<file path="src/rtl/cache_ctrl_fsm_if.sv">
// Request/response and RAM-side bus of the 2-way write-back cache controller.
//   master: requester plus RAM macro (drives req_*, ram_rdata)
//   slave : cache controller (drives req_ready, resp_*, ram_addr/wdata/wren)
interface cache_ctrl_fsm_if #(
    parameter int unsigned INDEX_W = 3,
    parameter int unsigned TAG_W   = 2,
    parameter int unsigned DATA_W  = 8
);
    localparam int unsigned ADDR_W = TAG_W + INDEX_W;

    logic              req_valid;
    logic              req_write;
    logic [ADDR_W-1:0] req_addr;
    logic [DATA_W-1:0] req_wdata;
    logic              req_ready;
    logic              resp_valid;
    logic [DATA_W-1:0] resp_rdata;
    logic              resp_hit;
    logic [ADDR_W-1:0] ram_addr;
    logic [DATA_W-1:0] ram_wdata;
    logic              ram_wren;
    logic [DATA_W-1:0] ram_rdata;

    modport master (
        output req_valid, req_write, req_addr, req_wdata, ram_rdata,
        input  req_ready, resp_valid, resp_rdata, resp_hit,
        input  ram_addr, ram_wdata, ram_wren
    );

    modport slave (
        input  req_valid, req_write, req_addr, req_wdata, ram_rdata,
        output req_ready, resp_valid, resp_rdata, resp_hit,
        output ram_addr, ram_wdata, ram_wren
    );
endinterface

</file>
<file path="src/rtl/cache_ctrl_fsm.sv">
// Sequencing controller for a 2-way set-associative write-back data cache
// (8 sets x 2 ways, entries {V, D, LRU, tag, data}) in front of a 32x8
// synchronous RAM with 1-cycle read latency.
// Ports:
//   clock, reset : system clock, asynchronous active-high reset
//   bus (slave)  : req_valid/req_write/req_addr/req_wdata/req_ready,
//                  resp_valid/resp_rdata/resp_hit,
//                  ram_addr/ram_wdata/ram_wren/ram_rdata
// All bus outputs are registered.
module cache_ctrl_fsm #(
    parameter int unsigned INDEX_W = 3,
    parameter int unsigned TAG_W   = 2,
    parameter int unsigned DATA_W  = 8
) (
    input  logic           clock,
    input  logic           reset,
    cache_ctrl_fsm_if.slave bus
);
    localparam int unsigned ADDR_W = TAG_W + INDEX_W;
    localparam int unsigned SETS   = 1 << INDEX_W;

    typedef struct packed {
        logic              v;
        logic              d;
        logic              lru;
        logic [TAG_W-1:0]  tag;
        logic [DATA_W-1:0] data;
    } entry_t;

    typedef enum logic [2:0] {
        IDLE, LOOKUP, WRITEBACK, FILL, FILL_WAIT, RESP
    } state_t;

    state_t state_q, state_d;

    entry_t [SETS-1:0][1:0] cache_q;

    // Captured request and chosen victim
    logic               req_write_q;
    logic [TAG_W-1:0]   req_tag_q;
    logic [INDEX_W-1:0] req_idx_q;
    logic [DATA_W-1:0]  req_wdata_q;
    logic               victim_q, victim_d;

    // Output registers
    logic              req_ready_q,  req_ready_d;
    logic              resp_valid_q, resp_valid_d;
    logic              resp_hit_q,   resp_hit_d;
    logic [DATA_W-1:0] resp_rdata_q, resp_rdata_d;
    logic              ram_wren_q,   ram_wren_d;
    logic [ADDR_W-1:0] ram_addr_q,   ram_addr_d;
    logic [DATA_W-1:0] ram_wdata_q,  ram_wdata_d;

    // Storage update controls
    logic   cap_en;
    logic   wr_en;
    logic   wr_way;
    logic   wb_en;
    entry_t wr_entry;

    // Lookup of the captured set
    entry_t way0, way1, hit_e;
    logic   hit0, hit1, hit_any, hit_way, victim_sel, victim_dirty;
    logic [TAG_W-1:0]  victim_tag;
    logic [DATA_W-1:0] victim_data;

    assign way0    = cache_q[req_idx_q][0];
    assign way1    = cache_q[req_idx_q][1];
    assign hit0    = way0.v && (way0.tag == req_tag_q);
    assign hit1    = way1.v && (way1.tag == req_tag_q);
    assign hit_any = hit0 || hit1;
    assign hit_way = !hit0;
    assign hit_e   = hit_way ? way1 : way0;

    // Victim: invalid way 0, invalid way 1, least-recently-used way, else way 0
    always_comb begin
        victim_sel = 1'b0;
        if (!way0.v)       victim_sel = 1'b0;
        else if (!way1.v)  victim_sel = 1'b1;
        else if (way0.lru) victim_sel = 1'b0;
        else if (way1.lru) victim_sel = 1'b1;
    end

    assign victim_dirty = victim_sel ? (way1.v && way1.d) : (way0.v && way0.d);
    assign victim_tag   = victim_sel ? way1.tag  : way0.tag;
    assign victim_data  = victim_sel ? way1.data : way0.data;

    // State register
    always_ff @(posedge clock or posedge reset) begin
        if (reset) state_q <= IDLE;
        else       state_q <= state_d;
    end

    // Next state, storage controls and next values of registered outputs
    always_comb begin
        state_d      = state_q;
        cap_en       = 1'b0;
        victim_d     = victim_q;
        wr_en        = 1'b0;
        wr_way       = 1'b0;
        wr_entry     = '0;
        wb_en        = 1'b0;
        resp_valid_d = 1'b0;
        resp_rdata_d = resp_rdata_q;
        resp_hit_d   = resp_hit_q;
        ram_wren_d   = 1'b0;
        ram_addr_d   = ram_addr_q;
        ram_wdata_d  = ram_wdata_q;

        case (state_q)
            IDLE: begin
                if (bus.req_valid) begin
                    cap_en  = 1'b1;
                    state_d = LOOKUP;
                end
            end
            LOOKUP: begin
                if (hit_any) begin
                    wr_en        = 1'b1;
                    wr_way       = hit_way;
                    wr_entry     = hit_e;
                    wr_entry.lru = 1'b0;
                    if (req_write_q) begin
                        wr_entry.data = req_wdata_q;
                        wr_entry.d    = 1'b1;
                    end
                    resp_rdata_d = req_write_q ? req_wdata_q : hit_e.data;
                    resp_hit_d   = 1'b1;
                    state_d      = RESP;
                end else begin
                    victim_d = victim_sel;
                    if (victim_dirty) begin
                        ram_wren_d  = 1'b1;
                        ram_addr_d  = {victim_tag, req_idx_q};
                        ram_wdata_d = victim_data;
                        state_d     = WRITEBACK;
                    end else begin
                        ram_addr_d = {req_tag_q, req_idx_q};
                        state_d    = FILL;
                    end
                end
            end
            WRITEBACK: begin
                wb_en      = 1'b1;
                ram_addr_d = {req_tag_q, req_idx_q};
                state_d    = FILL;
            end
            FILL: begin
                // RAM samples the fill address at the end of this cycle
                state_d = FILL_WAIT;
            end
            FILL_WAIT: begin
                wr_en         = 1'b1;
                wr_way        = victim_q;
                wr_entry.v    = 1'b1;
                wr_entry.d    = req_write_q;
                wr_entry.lru  = 1'b0;
                wr_entry.tag  = req_tag_q;
                wr_entry.data = req_write_q ? req_wdata_q : bus.ram_rdata;
                resp_rdata_d  = wr_entry.data;
                resp_hit_d    = 1'b0;
                state_d       = RESP;
            end
            RESP: begin
                resp_valid_d = 1'b1;
                state_d      = IDLE;
            end
            default: state_d = IDLE;
        endcase

        req_ready_d = (state_d == IDLE);
    end

    // Request capture
    always_ff @(posedge clock or posedge reset) begin
        if (reset) begin
            req_write_q <= 1'b0;
            req_tag_q   <= '0;
            req_idx_q   <= '0;
            req_wdata_q <= '0;
            victim_q    <= 1'b0;
        end else begin
            victim_q <= victim_d;
            if (cap_en) begin
                req_write_q <= bus.req_write;
                req_tag_q   <= bus.req_addr[ADDR_W-1:INDEX_W];
                req_idx_q   <= bus.req_addr[INDEX_W-1:0];
                req_wdata_q <= bus.req_wdata;
            end
        end
    end

    // Tag/data storage; touching a way makes its partner the LRU way
    always_ff @(posedge clock or posedge reset) begin
        if (reset) begin
            cache_q <= '0;
        end else begin
            if (wb_en) cache_q[req_idx_q][victim_q].d <= 1'b0;
            if (wr_en) begin
                cache_q[req_idx_q][wr_way]      <= wr_entry;
                cache_q[req_idx_q][~wr_way].lru <= 1'b1;
            end
        end
    end

    // Output registers
    always_ff @(posedge clock or posedge reset) begin
        if (reset) begin
            req_ready_q  <= 1'b1;
            resp_valid_q <= 1'b0;
            resp_rdata_q <= '0;
            resp_hit_q   <= 1'b0;
            ram_wren_q   <= 1'b0;
            ram_addr_q   <= '0;
            ram_wdata_q  <= '0;
        end else begin
            req_ready_q  <= req_ready_d;
            resp_valid_q <= resp_valid_d;
            resp_rdata_q <= resp_rdata_d;
            resp_hit_q   <= resp_hit_d;
            ram_wren_q   <= ram_wren_d;
            ram_addr_q   <= ram_addr_d;
            ram_wdata_q  <= ram_wdata_d;
        end
    end

    assign bus.req_ready  = req_ready_q;
    assign bus.resp_valid = resp_valid_q;
    assign bus.resp_rdata = resp_rdata_q;
    assign bus.resp_hit   = resp_hit_q;
    assign bus.ram_wren   = ram_wren_q;
    assign bus.ram_addr   = ram_addr_q;
    assign bus.ram_wdata  = ram_wdata_q;
endmodule

</file>
<file path="src/flat_wrapper.sv">
// flat-port wrapper written by rule: the top's interface ports become plain ports
module cache_ctrl_fsm_flat 
#(
    parameter int unsigned INDEX_W = 3,
    parameter int unsigned TAG_W   = 2,
    parameter int unsigned DATA_W  = 8
)
  (clock, reset, bus_req_valid, bus_req_write, bus_req_addr, bus_req_wdata, bus_ram_rdata, bus_req_ready, bus_resp_valid, bus_resp_rdata, bus_resp_hit, bus_ram_addr, bus_ram_wdata, bus_ram_wren);
  cache_ctrl_fsm_if #(.INDEX_W(INDEX_W), .TAG_W(TAG_W), .DATA_W(DATA_W)) bus_i ();
  input  logic clock;
  input  logic reset;
  input wire logic [$bits(bus_i.req_valid)-1:0] bus_req_valid;
  input wire logic [$bits(bus_i.req_write)-1:0] bus_req_write;
  input wire logic [$bits(bus_i.req_addr)-1:0] bus_req_addr;
  input wire logic [$bits(bus_i.req_wdata)-1:0] bus_req_wdata;
  input wire logic [$bits(bus_i.ram_rdata)-1:0] bus_ram_rdata;
  output wire logic [$bits(bus_i.req_ready)-1:0] bus_req_ready;
  output wire logic [$bits(bus_i.resp_valid)-1:0] bus_resp_valid;
  output wire logic [$bits(bus_i.resp_rdata)-1:0] bus_resp_rdata;
  output wire logic [$bits(bus_i.resp_hit)-1:0] bus_resp_hit;
  output wire logic [$bits(bus_i.ram_addr)-1:0] bus_ram_addr;
  output wire logic [$bits(bus_i.ram_wdata)-1:0] bus_ram_wdata;
  output wire logic [$bits(bus_i.ram_wren)-1:0] bus_ram_wren;
  assign bus_i.req_valid = bus_req_valid;
  assign bus_i.req_write = bus_req_write;
  assign bus_i.req_addr = bus_req_addr;
  assign bus_i.req_wdata = bus_req_wdata;
  assign bus_i.ram_rdata = bus_ram_rdata;
  assign bus_req_ready = bus_i.req_ready;
  assign bus_resp_valid = bus_i.resp_valid;
  assign bus_resp_rdata = bus_i.resp_rdata;
  assign bus_resp_hit = bus_i.resp_hit;
  assign bus_ram_addr = bus_i.ram_addr;
  assign bus_ram_wdata = bus_i.ram_wdata;
  assign bus_ram_wren = bus_i.ram_wren;
  cache_ctrl_fsm #(.INDEX_W(INDEX_W), .TAG_W(TAG_W), .DATA_W(DATA_W)) u_core (.clock(clock), .reset(reset), .bus(bus_i));
endmodule
</file>
<file path="config.mk">
export PLATFORM = sky130hd
export DESIGN_NAME = cache_ctrl_fsm_flat
export DESIGN_NICKNAME = d
export VERILOG_FILES = /design/src/rtl/cache_ctrl_fsm_if.sv /design/src/rtl/cache_ctrl_fsm.sv /design/src/flat_wrapper.sv
export SDC_FILE = /design/constraint.sdc
export NUM_CORES = 1
export LEC_CHECK = 0
export ABC_AREA = 1
export CORE_ASPECT_RATIO = 1.1
export CORE_MARGIN = 4
export CORE_UTILIZATION = 45
export DETAILED_ROUTE_END_ITERATION = 10
export PLACE_DENSITY_LB_ADDON = 0.2
export REMOVE_ABC_BUFFERS = 1
export SLEW_MARGIN = 10
export SYNTH_ARGS = -nofsm -noshare
export SYNTH_HDL_FRONTEND = slang
export SYNTH_SLANG_ARGS = --single-unit
</file>
<file path="constraint.sdc">
create_clock -name clock -period 11.6 [get_ports clock]
set_input_delay 1.16 -clock clock [delete_from_list [all_inputs] [get_ports clock]]
set_output_delay 1.16 -clock clock [all_outputs]
set_load 0.02 [all_outputs]
</file>
==> impl_results.rst <==
.. list-table::
   :header-rows: 1

   * - Metric
     - Value
   * - Number of buffers inserted to repair setup after CTS
     - 0
   * - Final total negative setup slack
     - 0 ns
   * - Total power density per cell area
     - 274.2 mW/mm^2
   * - Post-cts repair resize count
     - 0
   * - Max Transition Viols Final
     - 0
   * - Initial core utilization
     - 46.05%
   * - Area growth syn-to-layout
     - 11.05%
   * - Layout cell share with drive strength beyond 1
     - 9.035%
   * - Reg2Reg Launch Point
     - u_core.req_idx_q[0]$_DFFE_PP0P_
   * - Number of placed instances with taps included
     - a little under 2000
   * - Final-layout worst hold slack
     - 0.4510 ns
   * - Total of flip-flops plus latches after synthesis
     - 251
   * - Required time at the worst-slack endpoint
     - 12.03 ns
   * - Compound-Gate Fraction of Synth Area
     - 7.725%
   * - Synth Cell Area
     - 0.01249 sq mm
   * - Vias in the first global route
     - ~10000
   * - Number of failing setup endpoints in the final timing report
     - 0
   * - Post-layout min period
     - approximately 4.2 ns
   * - Critical path startpoint
     - u_core.req_idx_q[0]$_DFFE_PP0P_
   * - CTS Root Cell
     - clkbuf_16
   * - Max-slew headroom
     - 35.30%
   * - Number of antenna violations at the first check in global routing
     - 0
   * - Number of hold-slack violations in the final timing report
     - 0
   * - Clock transition at the register clock pins on the worst setup and hold paths after CTS
     - 0.06 ns
   * - Synthesized-area fraction occupied by adder cells
     - 0%
   * - Part of the Yosys area used for sequential elements
     - 50.31%
   * - Type of origin of the critical path
     - register
   * - Post-layout util
     - approximately half
   * - Worst skew pair latency
     - 0.55 ns
   * - Synth warnings
     - 0
   * - Max-capacitance violation count
     - 0
   * - Area enclosed by the die boundary
     - around 0.030 sq mm
   * - Least-Margin Pin Slew
     - 0.9705 ns
   * - Number of distinct library cell variants in the gate-level netlist after synthesis
     - 42
   * - CTS Buffer Depth
     - 3
   * - Path class of the lowest-slack min-delay path
     - reg2reg
   * - Hpwl dp
     - 23760 um
   * - Via Count
     - between 10000 and 15000
   * - Mux contribution to synthesized area
     - less than 1%
   * - Initial DRC Count
     - 963
   * - Post-Synthesis Mean Instance Area
     - a little under 8 sq um
   * - Post-synthesis simple-gate area fraction
     - 33.53%
   * - Placed inst area
     - 0.01288 sq mm
   * - Dominant cells by area after synthesis
     - dfrtp_1 50%, nand2_1 22%, nor2_1 3.6%
   * - Horizontal extent of the die
     - about 170 um
   * - Max rail drop VDD
     - 190.8 uV
   * - Hold_sp
     - u_core.cache_q[181]$_DFFE_PP0P_
   * - Total congestion overflow
     - 0
   * - Count of buffers from port buffering
     - between 40 and 50
   * - Weighted congestion reported at the end of routability-driven placement
     - around 0.88
   * - Worst Clk Skew
     - 0.01170 ns
   * - Floorplan core area
     - ~0.027 sq mm
   * - Main combinational cell family by area after synthesis
     - simple AND/OR/NAND/NOR gates
   * - Floorplan die height
     - 182.7 um
   * - Final std cell area, no fill
     - ~0.014 sq mm
   * - CTS H-Tree Depth
     - 1
   * - Cell leakage power
     - 6.930 nW
   * - Data arrival at the endpoint of the critical path
     - 4.67 ns
   * - Final Routed Wirelength
     - around 38000 um
   * - Nets
     - approximately 1600
   * - Maximum number of pins on one net before global-route repair
     - 112
   * - Filler cells
     - 2641
   * - Total clock sinks
     - 251
   * - Largest area contributor in the synthesized netlist
     - dfrtp_1
   * - Combined global-route utilization of all metal layers
     - 24.28%
   * - Post-synthesis cell count
     - 1604
   * - TritonCTS clock tree
     - built
   * - Fraction of synthesized cell area in xor and xnor cells
     - 0%
   * - Unrepaired setup endpoints after global routing
     - false
   * - Routed vias/inst
     - ~5.3
   * - Filler-free cell count of the finished design
     - 1984
   * - Total number of placement rows
     - 63
   * - First drt pass iteration count
     - 6
   * - Number of clock buffers inserted by TritonCTS
     - 28
   * - Final worst-path cycle share
     - a little over a third
   * - Post-route antenna net violation count
     - 0
   * - Maximum clock frequency
     - ~240 MHz
   * - Post-CTS Hold Buffers
     - 0
   * - Diode insertion count for antenna repair
     - 0
   * - Category of the worst setup path capture point
     - register
   * - DRC violation count after routing
     - 0
   * - Proportion of netlist area held by the largest area contributor
     - 50.10%
   * - Largest fanout on the critical path
     - 88
   * - Critical Setup Path Class
     - reg2reg
   * - Global-route wire length before repair
     - 58770 um
   * - Wirelength per Cell
     - ~19 um
   * - I/O pin count
     - 50
   * - Run status
     - complete, no violations
-- power by group --
part	internal [mW]	switching, mW
sequential	1.17	0.157
combinational	0.442	1.09
clock	0.574	0.372
total	2.18	1.62
-- layout make-up --
type / instances / area [sq um] / area share (%)
clock buffers: 37 / 804.5 / 5.802
multi-input cells: 1174 / 5241 / 37.80
clock inverters: 13 / 181.4 / 1.308
flip-flops and latches: 251 / 6284 / 45.31
repair buffers: 55 / 535.5 / 3.862
inverters: 97 / 374.1 / 2.698
well taps: 357 / 446.7 / 3.221
-- stage by stage --
step,setup slack (ns),power [mW]
floorplan,3.542,2.306
global placement,7.398,2.810
detailed placement,7.418,2.836
CTS,7.419,3.790
global route,7.062,4.041
finish,7.357,3.802
-- worst max-delay path, cell delays in order, from the launching register on --
cell     delay (ns)
dfrtp_2        0.35
buf_4          0.67
inv_4          0.45
nand2_1        0.20
nand2_1        0.08
nand2_1        0.06
nand2_1        0.06
nand2_1        0.15
nand2_1        0.12
nand2_1        0.09
nand3_1        0.08
nor2_2         0.16
nand3_4        0.16
nand2_2        0.46
nand2_1        0.43
inv_1          0.39
o21ai_0        0.14
-- synth_stat cells (all sizes together) --
| library cell | n |
|---|---|
| a21boi | 4 |
| a21oi | 26 |
| a22oi | 1 |
| and2 | 1 |
| buf | 73 |
| clkbuf | 9 |
| clkinv | 1 |
| dfrtp | 250 |
| dfstp | 1 |
| inv | 96 |
| mux2 | 8 |
| nand2 | 752 |
| nand3 | 67 |
| nand3b | 3 |
| nand4 | 5 |
| nor2 | 141 |
| nor3 | 5 |
| o211ai | 8 |
| o21a | 1 |
| o21ai | 104 |
| o22a | 1 |
| o22ai | 29 |
| or2 | 18 |
-- final timing paths --
kind	end	slack [ns]	depth (start not counted)
setup reg to reg	u_core.cache_q[128]$_DFF_PP0_	7.36	16
hold / removal	u_core.cache_q[181]$_DFFE_PP0P_	0.45	2
max in group asynchronous	u_core.cache_q[92]$_DFFE_PP0P_	8.18	4
min in group asynchronous	u_core.cache_q[130]$_DFFE_PP0P_	1.15	2
setup / recovery	u_core.cache_q[128]$_DFF_PP0_	7.36	16
hold reg to reg	u_core.cache_q[181]$_DFFE_PP0P_	0.45	2
-- metal layers --
| metal | global-route usage, % | part of all wire, % |
|---|---|---|
| met1 | 33.51 | 43 |
| met2 | 40.11 | 47 |
| met3 | 2.751 | 5.6 |
| met4 | 8.478 | 3.8 |
| met5 | 0 | 0 |
-- placed cells by master, fill, tap and decap left out, drive strengths merged, types with 18 or more instances in the layout --
cell type	n
dfrtp	250
o22ai	29
inv	96
clkdlybuf4s50	49
or2	18
nor2	141
nand3	67
nand2	752
a21oi	26
clkbuf	37
o21ai	104
-- flip-flops by register name, summed over array words and instances, names as in the netlist --
name / count
u_core.bus.ram_wdata: 8
u_core.state_q: 3
u_core.bus.resp_rdata: 8
u_core.req_write_q: 1
u_core.cache_q: 208
u_core.req_tag_q: 2
u_core.bus.resp_valid: 1
u_core.bus.req_ready: 1
u_core.bus.ram_wren: 1
u_core.bus.ram_addr: 5
u_core.req_idx_q: 3
u_core.victim_q: 1
u_core.bus.resp_hit: 1
u_core.req_wdata_q: 8
-- logic make-up (layout without fill, tap and decap cells) --
family	Yosys count	count (layout)
and+or+nand+nor	992	992
buffers and inverters	179	202
DFF	251	251
muxes	8	8
AOI/OAI and AO/OA	174	174
No activity file was read; power rests on OpenSTA's default activity.
